--- config.mk ---
export PLATFORM = sky130hd
export DESIGN_NAME = edge_fifo_ctrl
export DESIGN_NICKNAME = d
export VERILOG_FILES = /design/src/rtl/edge_fifo_ctrl.sv
export SDC_FILE = /design/constraint.sdc
export NUM_CORES = 1
export LEC_CHECK = 0
export ABC_AREA = 1
export ABC_CLOCK_PERIOD_IN_PS = 1400
export BUFFER_PORTS_ARGS = -buffer_cell sky130_fd_sc_hd__buf_2
export CAP_MARGIN = 10
export CORE_MARGIN = 10
export CORE_UTILIZATION = 35
export DETAILED_ROUTE_END_ITERATION = 6
export GPL_TIMING_DRIVEN = 0
export HOLD_SLACK_MARGIN = 0.03
export PLACE_DENSITY = 0.54
export SLEW_MARGIN = 20
export SYNTH_ARGS = -nofsm -noshare
export SYNTH_HDL_FRONTEND = slang
export SYNTH_SLANG_ARGS = --single-unit
--- constraint.sdc ---
create_clock -name clk -period 1.4 [get_ports clk]
set_input_delay 0.07 -clock clk [delete_from_list [all_inputs] [get_ports clk]]
set_output_delay 0.07 -clock clk [all_outputs]
set_load 0.01 [all_outputs]
--- src/rtl/edge_fifo_ctrl.sv ---
// edge_fifo_ctrl: synchronous FIFO driven by push buttons or clean strobes.
//   Push-button mode synchronises wr/rd through two flops and raises one
//   command per press, when the button is released. Strobe mode uses wr/rd
//   directly, one command per high cycle.
//   Also provides an occupancy count, almost-full/almost-empty flags,
//   simultaneous read/write, a read-valid pulse and sticky error flags.
// Ports:
//   clk, rst          clock; asynchronous active-high reset
//   wr, rd            write/read command (button level or strobe)
//   in [DW]           write data, sampled on the accepting edge
//   clr_err           clears overflow/underflow
//   out [DW]          registered read data; out_valid pulses when it updates
//   empty, full, almost_full, almost_empty, count [AW+1]
//   overflow, underflow  sticky rejected-write / rejected-read flags
module edge_fifo_ctrl #(
  parameter int DW        = 3,
  parameter int AW        = 2,
  parameter int EDGE_MODE = 1,
  parameter int AF_TH     = 3,
  parameter int AE_TH     = 1
) (
  input  logic          clk,
  input  logic          rst,
  input  logic          wr,
  input  logic          rd,
  input  logic [DW-1:0] in,
  input  logic          clr_err,
  output logic [DW-1:0] out,
  output logic          out_valid,
  output logic          empty,
  output logic          full,
  output logic          almost_full,
  output logic          almost_empty,
  output logic [AW:0]   count,
  output logic          overflow,
  output logic          underflow
);
  localparam int DEPTH = 1 << AW;
  localparam logic [AW:0] LP_DEPTH = (AW+1)'(DEPTH);
  localparam logic [AW:0] LP_AF    = (AW+1)'(AF_TH);
  localparam logic [AW:0] LP_AE    = (AW+1)'(AE_TH);

  logic          w_wr_ev, w_rd_ev, w_wr_ok, w_rd_ok;
  logic [AW:0]   w_cnt_nxt;

  logic [DW-1:0] r_mem [DEPTH];
  logic [AW-1:0] r_wp, r_rp;
  logic [AW:0]   r_count;
  logic [DW-1:0] r_out;
  logic          r_out_valid, r_empty, r_full, r_af, r_ae, r_ovf, r_udf;

  // Command event generation
  if (EDGE_MODE != 0) begin : g_edge
    logic r_wr_s1, r_wr_s2, r_rd_s1, r_rd_s2;
    always_ff @(posedge clk or posedge rst) begin
      if (rst) begin
        r_wr_s1 <= 1'b0;
        r_wr_s2 <= 1'b0;
        r_rd_s1 <= 1'b0;
        r_rd_s2 <= 1'b0;
      end else begin
        r_wr_s1 <= wr;
        r_wr_s2 <= r_wr_s1;
        r_rd_s1 <= rd;
        r_rd_s2 <= r_rd_s1;
      end
    end
    // Falling edge of the synchronised level: one event per press, on release
    assign w_wr_ev = r_wr_s2 & ~r_wr_s1;
    assign w_rd_ev = r_rd_s2 & ~r_rd_s1;
  end else begin : g_strobe
    assign w_wr_ev = wr;
    assign w_rd_ev = rd;
  end

  // A read in the same cycle frees a slot, so a full FIFO can still take a write
  assign w_rd_ok = w_rd_ev & ~r_empty;
  assign w_wr_ok = w_wr_ev & (~r_full | w_rd_ok);

  always_comb begin
    w_cnt_nxt = r_count;
    if (w_wr_ok && !w_rd_ok)      w_cnt_nxt = r_count + 1'b1;
    else if (w_rd_ok && !w_wr_ok) w_cnt_nxt = r_count - 1'b1;
  end

  // Storage is not reset
  always_ff @(posedge clk) begin
    if (w_wr_ok) r_mem[r_wp] <= in;
  end

  always_ff @(posedge clk or posedge rst) begin
    if (rst) begin
      r_wp        <= '0;
      r_rp        <= '0;
      r_count     <= '0;
      r_out       <= '0;
      r_out_valid <= 1'b0;
      r_empty     <= 1'b1;
      r_full      <= 1'b0;
      r_af        <= (AF_TH == 0);
      r_ae        <= 1'b1;
      r_ovf       <= 1'b0;
      r_udf       <= 1'b0;
    end else begin
      if (w_wr_ok) r_wp <= r_wp + 1'b1;
      if (w_rd_ok) begin
        r_rp  <= r_rp + 1'b1;
        r_out <= r_mem[r_rp];
      end
      r_out_valid <= w_rd_ok;
      r_count     <= w_cnt_nxt;
      // Flags follow the next count so they line up with count every cycle
      r_empty     <= (w_cnt_nxt == '0);
      r_full      <= (w_cnt_nxt == LP_DEPTH);
      r_af        <= (w_cnt_nxt >= LP_AF);
      r_ae        <= (w_cnt_nxt <= LP_AE);
      // A fresh error wins over a same-cycle clear
      r_ovf       <= (r_ovf & ~clr_err) | (w_wr_ev & ~w_wr_ok);
      r_udf       <= (r_udf & ~clr_err) | (w_rd_ev & ~w_rd_ok);
    end
  end

  assign out          = r_out;
  assign out_valid    = r_out_valid;
  assign empty        = r_empty;
  assign full         = r_full;
  assign almost_full  = r_af;
  assign almost_empty = r_ae;
  assign count        = r_count;
  assign overflow     = r_ovf;
  assign underflow    = r_udf;
endmodule
## Word level (Yosys, flattened, before mapping)

Memory sizes are Yosys's and may differ from the RTL's. A register that Yosys moved wholly into a read port is not among the register bits.
Index checks and enable logic that the tools add are counted.

- Multiplexer cells: 4
- Bitwise logic cells: 18
- Equality and inequality tests: 1
- Reductions and logical operators: 5
- Order comparisons: 2
- Add/subtract/negate cells: 4

Operators by type and width:

| kind | count |
|---|---|
| AND 1 bit | 8 |
| inverter 1 bit | 7 |
| 2-to-1 mux 3 bit | 2 |
| adder 2 x 1 -> 2 bit (second input constant) | 2 |
| adder 3 x 1 -> 3 bit (second input constant) | 1 |
| == test 3 bit (second input constant) | 1 |
| greater-or-equal comparator 3 x 2 -> 1 bit (second input constant) | 1 |
| less-or-equal comparator 3 x 1 -> 1 bit (second input constant) | 1 |
| logical NOT 3 bit | 1 |
| bitwise OR 1 bit | 3 |
| subtractor 3 x 1 -> 3 bit (second input constant) | 1 |
| logical AND 1 bit | 2 |
| logical NOT 1 bit | 2 |
| 2-to-1 mux 1 bit | 2 |

- Logic and storage cells: 49
- Memories: 1
- Flip-flop bits (word level): 18
- Input bits: 8
- Output and inout port bits: 13
- Bits in writable memories: 12

Memories:

| memory | depth | bits a word | read ports | clocked after memory_dff | write ports | line | text |
|---|---|---|---|---|---|---|---|
| r_mem | 4 | 3 | 1 | 1 | 1 | 46 | `logic [DW-1:0] r_mem [DEPTH];` |

## Logic depth before layout (Yosys ltp)

Gate-level depths: netlist of the first run.

- Depth in word-level cells: 10
- Mapped depth: 10
- Depth with buffers taken out: 10

## Worst setup path after synthesis of the first run

No wires, ideal clock.

- Kind: reg-to-reg
- Start: register g_edge.r_rd_s1
- End: memory r_mem[0][0], enable pin
- Buffers on the path: 0
- Slack: 0.044 ns
- Library setup time: 0.319 ns
- Clock period less this slack: 1.356 ns
- Data arrival time: 1.037 ns
- Cell stages (with the launch flop): 6
- Required time: 1.081 ns
- Cell sequence: dfrtp_1 > inv_1 > nand3_4 > nand2_1 > nand2_1 > nor2_1

- Word-level cells in the longest chain between the ends: 7

RTL lines:

| item | line | text |
|---|---|---|
| start: declaration | 54 | `logic r_wr_s1, r_wr_s2, r_rd_s1, r_rd_s2;` |
| start signal: assignment | 64 | `r_rd_s1 <= rd;` |
| inverter 1 bit | 70 | `assign w_rd_ev = r_rd_s2 & ~r_rd_s1;` |
| AND 1 bit | 70 |  |
| AND 1 bit | 77 | `assign w_rd_ok = w_rd_ev & ~r_empty;` |
| bitwise OR 1 bit | 78 | `assign w_wr_ok = w_wr_ev & (~r_full \| w_rd_ok);` |
| AND 1 bit | 78 |  |
| 2-to-1 mux 1 bit | 88 | `if (w_wr_ok) r_mem[r_wp] <= in;` |
| 2-to-1 mux 1 bit (not written as such) | 88 |  |
| end: declaration | 46 |  |

Every way passes these cells.

## Final worst setup path of the first run

- Start: register r_count[1] (netlist: count[1])
- End: register r_af (netlist: almost_full)

- Word-level cells in the longest chain between the ends: 4
- Elaborated cells between the ends (all ways): 5
- Classes of those cells: 2 x add/sub; 1 x order compare; 2 x mux

RTL lines:

| item | line | text |
|---|---|---|
| start: declaration | 48 | `logic [AW:0] r_count;` |
| start signal: assignment | 111 | `r_count <= w_cnt_nxt;` |
| subtractor 3 x 1 -> 3 bit | 83 | `else if (w_rd_ok && !w_wr_ok) w_cnt_nxt = r_count - 1'b1;` |
| 2-to-1 mux 3 bit | 83 |  |
| 2-to-1 mux 3 bit (*) | 82 | `if (w_wr_ok && !w_rd_ok) w_cnt_nxt = r_count + 1'b1;` |
| named net w_cnt_nxt[1] | 44 | `logic [AW:0] w_cnt_nxt;` |
| greater-or-equal comparator 3 x 2 -> 1 bit (*) | 115 | `r_af <= (w_cnt_nxt >= LP_AF);` |
| end signal: assignment | 100 | `r_af <= (AF_TH == 0);` |
| end signal: assignment | 115 |  |
| end: declaration | 50 | `logic r_out_valid, r_empty, r_full, r_af, r_ae, r_ovf, r_udf;` |

The timed path passes the listed nets; every way through them passes the cells marked *.
A chain may end at the register's enable or synchronous reset.

==> results of run 1 <==
[flip-flops by register name, summed over array words and instances, names as in the netlist, 2 cells and up]
| register | count |
|---|---|
| count | 3 |
| r_mem | 12 |
| r_wp | 2 |
| r_rp | 2 |
| out | 3 |
[power by group]
part / switching, uW / internal (uW) / total [uW]
clock network: 317 / 334 / 651
registers: 186 / 1270 / 1460
logic: 796 / 517 / 1310
total: 1300 / 2120 / 3420
[layout by cell type, fill, tap and decap left out, types with 3 or more instances in the layout]
master / synthesis / final
nand2_1: 34 / 31
dfrtp_1: 19 / 19
inv_2: 3 / 6
dlygate4sd3_1: 0 / 7
edfxtp_1: 12 / 12
nand2_2: 3 / 5
xor2_1: 4 / 4
nor2_1: 18 / 14
inv_1: 19 / 16
o21ai_0: 11 / 10
nor2_4: 1 / 5
nand3_1: 5 / 5
nand3_4: 3 / 3
ha_1: 6 / 5
clkbuf_8: 0 / 5
buf_4: 0 / 3
buf_2: 0 / 20
[kinds of logic after synthesis]
| family | after synthesis | share of synthesized area [%] |
|---|---|---|
| flip-flops | 33 | 60.53 |
| adder cells (fa/ha/maj) | 6 | 5.115 |
| AO/OA/AOI/OAI | 13 | 4.518 |
| buffers and inverters | 23 | 5.967 |
| AND/OR/NAND/NOR | 66 | 21.48 |
| XOR/XNOR | 4 | 2.387 |
[metal layers]
metal	vias up	global-route usage, %
li1	537	-
met1	493	8.784
met2	20	13.80
met3	2	4.348
met4	0	3.144
met5	-	0
[metrics by stage]
step	setup WS (ns)	TNS [ns]	hold slack, ns	instance area (sq um)	power [uW]
after floorplan	0.04375	0	0.04505	1468	2225
after global placement	-0.1336	-1.588	0.1772	1630	2568
after detailed placement	-0.1619	-1.890	0.1794	1630	2604
after CTS	0.005001	0	0.3842	1827	3366
after global routing	-0.02015	-0.03907	0.4090	1873	3727
final	0.09361	0	0.3778	1873	3420
[worst min path at each step]
stage | start | endpoint | cells after the start
6_report | g_edge.r_wr_s1 | g_edge.r_wr_s2 | 0
5_1_grt | g_edge.r_wr_s1 | g_edge.r_wr_s2 | 0
4_1_cts | g_edge.r_wr_s1 | g_edge.r_wr_s2 | 0
3_5_place_dp | rd | g_edge.r_rd_s1 | 1
3_3_place_gp | rd | g_edge.r_rd_s1 | 1
2_1_floorplan | rst | almost_full | 1
[critical path: cells and delay by family (launching register included)]
| family | cells | cell delay [ns] |
|---|---|---|
| adder cells (fa/ha/maj) | 1 | 0.28 |
| AND/OR/NAND/NOR | 6 | 0.40 |
| flip-flops | 1 | 0.39 |
| buffers and inverters | 2 | 0.12 |
[timing repair]
item,in CTS,in global routing
hold buffers,7,0
setup buffers,1,2
hold endpoints to repair,35,0
setup endpoints to repair,14,18
gates resized for setup,10,8
cloned,0,1
pin swaps,0,3
[area by class of cell]
type / count / area share, %
flip-flops and latches: 33 / 47.43
clock inverters: 3 / 0.6680
inverters: 23 / 4.676
well taps: 50 / 3.340
repair buffers: 30 / 10.29
clock buffers: 5 / 3.674
multi-input cells: 90 / 29.93
==> results.sh, run 1 <==
export IMPL_routed_wl_um=2707
export IMPL_peakVddDrop_uv=1040
export IMPL_gp_congestion=0.7797
export IMPL_synth_seq_cells=33
export IMPL_final_setup_viol_count=0
export IMPL_rsz0062_at_grt="yes"
export IMPL_clk_pin_slew_ns=0.06
export IMPL_crit_chain="inv_1 -> ha_4 -> inv_2 -> nand4_1 -> nand2_1 -> nand2_1 -> nand2_2 -> nand2_1 -> nand2_1"
export IMPL_yosysWarnings=0
export IMPL_crit_path_end_kind="flop"
export IMPL_cp_arrival_ns=1.47
export IMPL_cts_buffers=5
export IMPL_skew_ns=0.003355
export IMPL_clock_sinks=33
export IMPL_highest_layer="met4"
export IMPL_yosys_area_top_type_share_pct=32.40
export IMPL_min_path_type="reg -> reg"
export IMPL_max_slew_worst_pin_slew_ns=0.7951
export IMPL_place_hpwl_um=2039
export IMPL_fillCellCount=400
export IMPL_synth_edf_count=12
export IMPL_cts_tree="done"
export IMPL_ys_top_cells_by_area="dfrtp_1 32%, edfxtp_1 25%, nand2_1 8.7%"
export IMPL_rows=23
export IMPL_syn_to_final_growth_pct=27.62
export IMPL_post_place_cells=215
export IMPL_start_util_pct=36.43
export IMPL_slew_viol_final=0
export IMPL_drt_vias_per_instance=4.496
export IMPL_hold_viol=0
export IMPL_critPathLaunch="count[1]"
export IMPL_cp_endpoint="almost_full"
export IMPL_drc=0
export IMPL_reg2reg_depth=9
export IMPL_die_area_sq_um=7183
export IMPL_ant_nets=0
export IMPL_clkLatencyLatePin_ns=0.27
export IMPL_root_buffer="clkbuf_8"
export IMPL_status="finished clean"
export IMPL_r2r_start="count[1]"
export IMPL_cts_max_path_buffers=2
export IMPL_multi_input_area_sq_um=560.5
export IMPL_drt_iter0_drc=18
export IMPL_grt_usage_pct=8.328
export IMPL_required_ns=1.57
export IMPL_dr_total_vias=1052
export IMPL_htreeDepth=2
export IMPL_fp_dieW_um=84.76
export IMPL_io_buffers=20
export IMPL_r2r_slack_ns=0.09
export IMPL_wl_met3_um=161
export IMPL_period_minus_slack_ns=1.306
export IMPL_slowest_delay_ns=0.39
export IMPL_synth_cell_type_count=18
export IMPL_start_kind="flop"
export IMPL_yosysTopAreaCell="dfrtp_1"
export IMPL_seq_area_frac_synth_pct=60.53
export IMPL_ys_top_cells_by_count="34 x nand2_1, 19 x dfrtp_1, 19 x inv_1"
export IMPL_syn_cell_area_sq_um=1468
export IMPL_finalNonFillerCells=234
export IMPL_slowest_stage="dfrtp_1"
export IMPL_path_common_cell="nand2_1"
export IMPL_n_antenna_cell=0
export IMPL_wl_met2_um=1310
export IMPL_grt_pass1_vias=1117
export IMPL_synth_async_reset_ratio_pct=63.64
export IMPL_fin_crit_sh_pct=93.31
export IMPL_synth_most_common_cell="nand2_1"
export IMPL_antenna_found_initial=0
export IMPL_fp_dieH_um=84.76
export IMPL_synthCells=145
export IMPL_coreArea_sq_um=4029
export IMPL_cp_max_fo=4
export IMPL_finalNetCount=197
export IMPL_r2r_end="almost_full"
export IMPL_p_leak_uw=0.0008852
export IMPL_avgSynthCellArea_sq_um=10.12
export IMPL_first_pass_iters=4
export IMPL_final_util_pct=46.49
export IMPL_drive_gt1_share_pct=29.89
export IMPL_post_drt_wl_per_cell_um=11.57
export IMPL_grt_pass1_wl_um=4857
export IMPL_grt_max_degree=22
export IMPL_met1_length_um=1218
export IMPL_num_io_pins=21
export IMPL_path_class="reg -> reg"
export IMPL_synth_net_count=159
export IMPL_relSlewSlack_pct=46.94
export IMPL_p_per_area_nw_per_um2=1826
export IMPL_synth_flop_cell="dfrtp_1"
export IMPL_max_freq_mhz=765.5
export IMPL_maxCapViolCount=0
export IMPL_register_area_sq_um=888.4
export IMPL_grt_overflow_total=0
No activity file was read; power rests on OpenSTA's default activity.
==> inputs of run 2 (changes only) <==
--- a/config.mk
+++ b/config.mk
@@ -17,2 +17,3 @@
 export PLACE_DENSITY = 0.54
+export REMOVE_ABC_BUFFERS = 1
 export SLEW_MARGIN = 20
==> constraint.sdc (replaced) <==
create_clock -name clk -period 1.4 [get_ports clk]
set_input_delay 0.21 -clock clk [delete_from_list [all_inputs] [get_ports clk]]
set_output_delay 0.21 -clock clk [all_outputs]
set_load 0.01 [all_outputs]
==> run 2 against run 1 <==
Against the previous run: utilization decreased by 1.5 points; highest routed layer unchanged; cell count decreased by 2.6%; combinational power about the same; sequential power about the same; critical path type unchanged; first-iteration DRC count grew 5.6%; clock-buffer cell count is the same; fmax up 0.77%; critical path depth stayed put; worst hold slack worse by 0.34 ns.
==> results.sh, run 2 (synthesis results as in run 1) <==
export IMPL_slew_viol_final=0
export IMPL_syn_to_final_growth_pct=23.53
export IMPL_worstPathBufferInverterCount=2
export IMPL_wl_met3_um=160
export IMPL_fin_crit_sh_pct=92.60
export IMPL_peakVddDrop_uv=1034
export IMPL_gp_congestion=0.7797
export IMPL_fp_dieH_um=84.76
export IMPL_cp_arrival_ns=1.46
export IMPL_grt_max_degree=22
export IMPL_required_ns=1.57
export IMPL_first_pass_iters=4
export IMPL_final_setup_tns_ns=0
export IMPL_largest_register="r_mem"
export IMPL_root_buffer="clkbuf_8"
export IMPL_start_util_pct=36.43
export IMPL_drc=0
export IMPL_grt_overflow_total=0
export IMPL_start_kind="flop"
export IMPL_num_io_pins=21
export IMPL_period_minus_slack_ns=1.296
export IMPL_clkLatencyLatePin_ns=0.27
export IMPL_multi_input_area_sq_um=560.5
export IMPL_most_common_layout_cells="31 x nand2_1, 20 x buf_2, 19 x dfrtp_1, 16 x inv_1, 14 x nor2_1"
export IMPL_fp_dieW_um=84.76
export IMPL_max_slew_worst_pin_slew_ns=0.7892
export IMPL_largest_register_ffs=12
export IMPL_slowest_stage="dfrtp_1"
export IMPL_hold_viol=0
export IMPL_cts_max_path_buffers=2
export IMPL_final_common_cell="nand2_1"
export IMPL_cts_buffers=5
export IMPL_slowest_delay_ns=0.39
export IMPL_met1_length_um=1197
export IMPL_crit_family="simple AND/OR/NAND/NOR gates"
export IMPL_maxCapViolCount=0
export IMPL_grt_usage_pct=8.230
export IMPL_drt_vias_per_instance=4.478
export IMPL_ant_nets=0
export IMPL_path_class="reg -> reg"
export IMPL_antenna_found_initial=0
export IMPL_post_drt_wl_per_cell_um=11.70
export IMPL_fillCellCount=404
export IMPL_power_uw=3403
export IMPL_routed_wl_um=2667
export IMPL_finalNetCount=191
export IMPL_rows=23
export IMPL_io_buffers=20
export IMPL_place_hpwl_um=2039
export IMPL_rsz0062_at_grt="yes"
export IMPL_path_common_cell="nand2_1"
export IMPL_skew_ns=0.003104
export IMPL_clock_sinks=33
export IMPL_final_setup_viol_count=0
export IMPL_p_per_area_nw_per_um2=1877
export IMPL_register_area_sq_um=888.4
export IMPL_cts_tree="done"
export IMPL_max_freq_mhz=771.4
export IMPL_final_util_pct=45.00
export IMPL_relSlewSlack_pct=47.33
export IMPL_cp_max_fo=4
export IMPL_n_antenna_cell=0
export IMPL_dr_total_vias=1021
export IMPL_grt_pass1_vias=1083
export IMPL_grt_pass1_wl_um=4774
export IMPL_crit_path_end_kind="flop"
export IMPL_p_leak_uw=0.0008601
export IMPL_status="finished clean"
export IMPL_die_area_sq_um=7183
export IMPL_crit_chain="inv_1 -> ha_4 -> inv_2 -> nand4_1 -> nand2_1 -> nand2_1 -> nand2_2 -> nand2_1 -> nand2_1"
export IMPL_drt_iter0_drc=19
export IMPL_postPlaceCellArea_sq_um=1630
export IMPL_coreArea_sq_um=4029
export IMPL_fin_area_sq_um=1813
export IMPL_drive_gt1_share_pct=30.90
export IMPL_highest_layer="met4"
export IMPL_min_path_type="in -> reg"
export IMPL_htreeDepth=2
export IMPL_clk_pin_slew_ns=0.06
export IMPL_wl_met2_um=1293
[run 2: changes by cell type in the layout (fill, tap and decap cells not counted), sizes merged]
cell | previous run | this run
dlygate4sd3 | 7 | 1
[run 2: routing by layer]
metal  up-vias  track usage, %
met5         -               0
met4         0           3.144
met3         2           4.348
met2        18           13.25
met1       476           8.953
li1        525               -
[run 2: path summary, 6_finish.rpt]
| path | startpoint | end | slack (ns) | cells after the start |
|---|---|---|---|---|
| min | rd | g_edge.r_rd_s1 | 0.04 | 1 |
| max reg2reg | count[1] | almost_full | 0.10 | 9 |
| min in group asynchronous | rst | g_edge.r_rd_s2 | 0.07 | 2 |
| min reg2reg | g_edge.r_wr_s1 | g_edge.r_wr_s2 | 0.38 | 0 |
| max in group asynchronous | rst | r_rp[1] | 0.84 | 2 |
| max | count[1] | almost_full | 0.10 | 9 |
[run 2: layout make-up]
| cell class | instances | share of cell area (%) |
|---|---|---|
| Clock buffer | 5 | 3.796 |
| Clock inverter | 3 | 0.6901 |
| Inverter | 23 | 4.831 |
| Multi-Input combinational cell | 90 | 30.92 |
| Sequential cell | 33 | 49.00 |
| Tap cell | 50 | 3.451 |
| Timing Repair Buffer | 24 | 7.315 |
[run 2: repair_timing]
item                                    CTS  global route
endpoints found under the hold margin     0             1
resized for setup                        10             8
endpoints found under the setup margin   14            18
buffers inserted                          1             2
hold buffers                              0             1
pin swaps                                 0             3
gates cloned                              0             1
[run 2: power breakdown]
group | leakage, uW | total [uW] | internal [uW] | switching, uW
Clock | 0.0000430 | 650 | 334 | 317
Sequential | 0.000363 | 1460 | 1270 | 185
Combinational | 0.000454 | 1300 | 505 | 793
Total | 0.000860 | 3400 | 2110 | 1290
[run 2: through the flow]
stage               hold slack, ns  instances  setup WS, ns
floorplan                   0.1850        145       0.04375
global placement            0.3172        215       -0.1336
detailed placement          0.3194        215       -0.1619
CTS                        0.03076        224      0.005001
global route               0.03389        228      -0.01893
finish                     0.03897        228        0.1036
==> inputs of run 3 (changes only) <==
Settings changed: ABC_CLOCK_PERIOD_IN_PS 1400 to 1510, PLACE_DENSITY 0.54 to 0.52.
Clock period 1.4 ns to 1.51 ns, I/O delays scaled along.
==> run 3 against run 2 <==
Against the previous run: worst setup slack better by 0.022 ns; clock-buffer cell count up 3; sequential power down 8%; clock power is 22% higher; fmax decreased by 6.4%; final area is 2.1% lower; critical path depth stayed put; clock skew up 0.0050 ns.
==> results.sh, run 3 (synthesis results as in run 1) <==
export IMPL_status="finished clean"
export IMPL_max_freq_mhz=722.1
export IMPL_most_common_layout_cells="32 x nand2_1, 20 x buf_2, 19 x inv_1, 19 x dfrtp_1, 14 x nor2_1"
export IMPL_start_kind="flop"
export IMPL_grt_overflow_total=0
export IMPL_power_uw=3218
export IMPL_worstPathBufferInverterCount=2
export IMPL_final_setup_tns_ns=0
export IMPL_worst_slack_ns=0.1251
export IMPL_cts_max_path_buffers=2
export IMPL_clkPwrFrac_pct=24.6
export IMPL_max_slew_worst_pin_slew_ns=0.8073
export IMPL_seq_power_share_pct=41.9
export IMPL_crit_path_end_kind="flop"
export IMPL_r2r_slack_ns=0.13
export IMPL_cp_depth=9
export IMPL_path_common_cell="nand2_1"
export IMPL_largest_register_ffs=12
export IMPL_grt_pass1_vias=1028
export IMPL_ant_nets=0
export IMPL_fin_crit_sh_pct=91.72
export IMPL_cell_internal_pwr_uw=2055
export IMPL_crit_family="simple AND/OR/NAND/NOR gates"
export IMPL_postPlaceCellArea_sq_um=1630
export IMPL_antenna_found_initial=0
export IMPL_coreArea_sq_um=4029
export IMPL_p_per_area_nw_per_um2=1814
export IMPL_cts_tree="done"
export IMPL_path_class="reg -> reg"
export IMPL_maxCapViolCount=0
export IMPL_n_antenna_cell=0
export IMPL_cp_arrival_ns=1.62
export IMPL_p_sw_uw=1163
export IMPL_syn_to_final_growth_pct=20.89
export IMPL_slowest_delay_ns=0.40
export IMPL_rows=23
export IMPL_dp_slack_ns=-0.05729
export IMPL_reg2reg_depth=9
export IMPL_drt_vias_per_instance=4.594
export IMPL_critPathLaunch="count[0]"
export IMPL_drive_gt1_share_pct=27.01
export IMPL_io_buffers=20
export IMPL_drc=0
export IMPL_rsz0062_at_grt="no"
export IMPL_p_comb_share_pct=33.5
export IMPL_clk_pin_slew_ns=0.07
export IMPL_fp_dieW_um=84.76
export IMPL_min_path_type="in -> reg"
export IMPL_peakVddDrop_uv=901.4
export IMPL_required_ns=1.74
export IMPL_clkLatencyLatePin_ns=0.29
export IMPL_first_pass_iters=4
export IMPL_crit_chain="inv_1 -> ha_1 -> inv_1 -> nand4_1 -> nand2_1 -> nand2_1 -> nand2_2 -> nand2_1 -> nand2_1"
export IMPL_final_common_cell="nand2_1"
export IMPL_final_setup_viol_count=0
export IMPL_r2r_end="almost_full"
export IMPL_fin_area_sq_um=1774
export IMPL_die_area_sq_um=7183
export IMPL_period_minus_slack_ns=1.385
export IMPL_clock_sinks=33
export IMPL_hold_viol=0
export IMPL_p_leak_uw=0.0008580
export IMPL_grt_pass1_wl_um=4767
export IMPL_skew_ns=0.008122
export IMPL_grt_max_degree=22
export IMPL_slew_viol_final=0
export IMPL_root_buffer="clkbuf_8"
export IMPL_place_hpwl_um=2063
export IMPL_final_util_pct=44.04
export IMPL_largest_register="r_mem"
export IMPL_num_io_pins=21
export IMPL_post_drt_wl_per_cell_um=12.21
export IMPL_cts_buffers=5
export IMPL_htreeDepth=2
export IMPL_p_sw_share_pct=36.15
export IMPL_dr_total_vias=1029
export IMPL_cp_endpoint="almost_full"
export IMPL_cp_max_fo=4
export IMPL_fp_dieH_um=84.76
export IMPL_relSlewSlack_pct=46.12
export IMPL_start_util_pct=36.43
export IMPL_routed_wl_um=2736
export IMPL_finalNetCount=187
export IMPL_slowest_stage="dfrtp_1"
export IMPL_drt_iter0_drc=44
export IMPL_cts_hold_fix_buffers=0
export IMPL_grt_usage_pct=8.259
export IMPL_gp_congestion=0.7464
export IMPL_r2r_start="count[0]"
[run 3: changes by cell type in the layout (fill, tap and decap cells not counted), moves of 2 or more]
cell,previous run,this run
buf_4,3,1
nor2_4,5,2
clkinv_1,2,0
inv_2,6,3
nor2_2,0,3
inv_1,16,19
[run 3: power groups by stage]
| stage | Sequential, uW | Clock, uW | Combinational, uW |
|---|---|---|---|
| after floorplan | 1410 | 0 | 658 |
| after global placement | 1360 | 0 | 1010 |
| after detailed placement | 1370 | 0 | 1030 |
| after CTS | 1360 | 812 | 1040 |
| after global routing | 1380 | 855 | 1250 |
| final | 1350 | 791 | 1080 |
[run 3: metrics by stage]
step                      std cells  hold WS [ns]
after global routing            224       0.03626
after global placement          215        0.3340
after CTS                       223       0.03719
after floorplan                 145        0.2015
final                           224       0.04476
after detailed placement        215        0.3383
[run 3: how the worst min path moves through the flow]
stage	from	to	slack (ns)	cells past startpoint
2_1_floorplan	rst	almost_full	0.20	1
3_3_place_gp	rd	g_edge.r_rd_s1	0.33	1
3_5_place_dp	wr	g_edge.r_wr_s1	0.34	1
4_1_cts	wr	g_edge.r_wr_s1	0.04	1
5_1_grt	rd	g_edge.r_rd_s1	0.04	1
6_report	rd	g_edge.r_rd_s1	0.04	1
[run 3: area by class of cell]
class / count / area (sq um)
Fill cell: 400 / 2255
Sequential cell: 33 / 888.4
Multi-Input combinational cell: 89 / 516.7
Clock buffer: 8 / 111.4
Timing Repair Buffer: 21 / 107.6
Inverter: 23 / 87.58
Tap cell: 50 / 62.56
[run 3: timing repair]
item	4_1_cts	5_1_grt
setup buffers	0	1
setup endpoints to repair	12	16
gates resized for setup	0	8
[run 3: worst reg2reg max path: stages, from the launching register on]
cell,delay [ns]
dfrtp_1,0.40
inv_1,0.13
ha_1,0.26
inv_1,0.08
nand4_1,0.11
nand2_1,0.09
nand2_1,0.07
nand2_2,0.08
nand2_1,0.07
nand2_1,0.06
[run 3: metal layers]
layer	GRT usage [%]	part of all wire, %	vias to the layer above
met5	0	0	-
met4	4.192	2.1	0
met3	3.768	6.0	7
met2	12.56	48	21
met1	9.548	44	484
li1	-	-	517
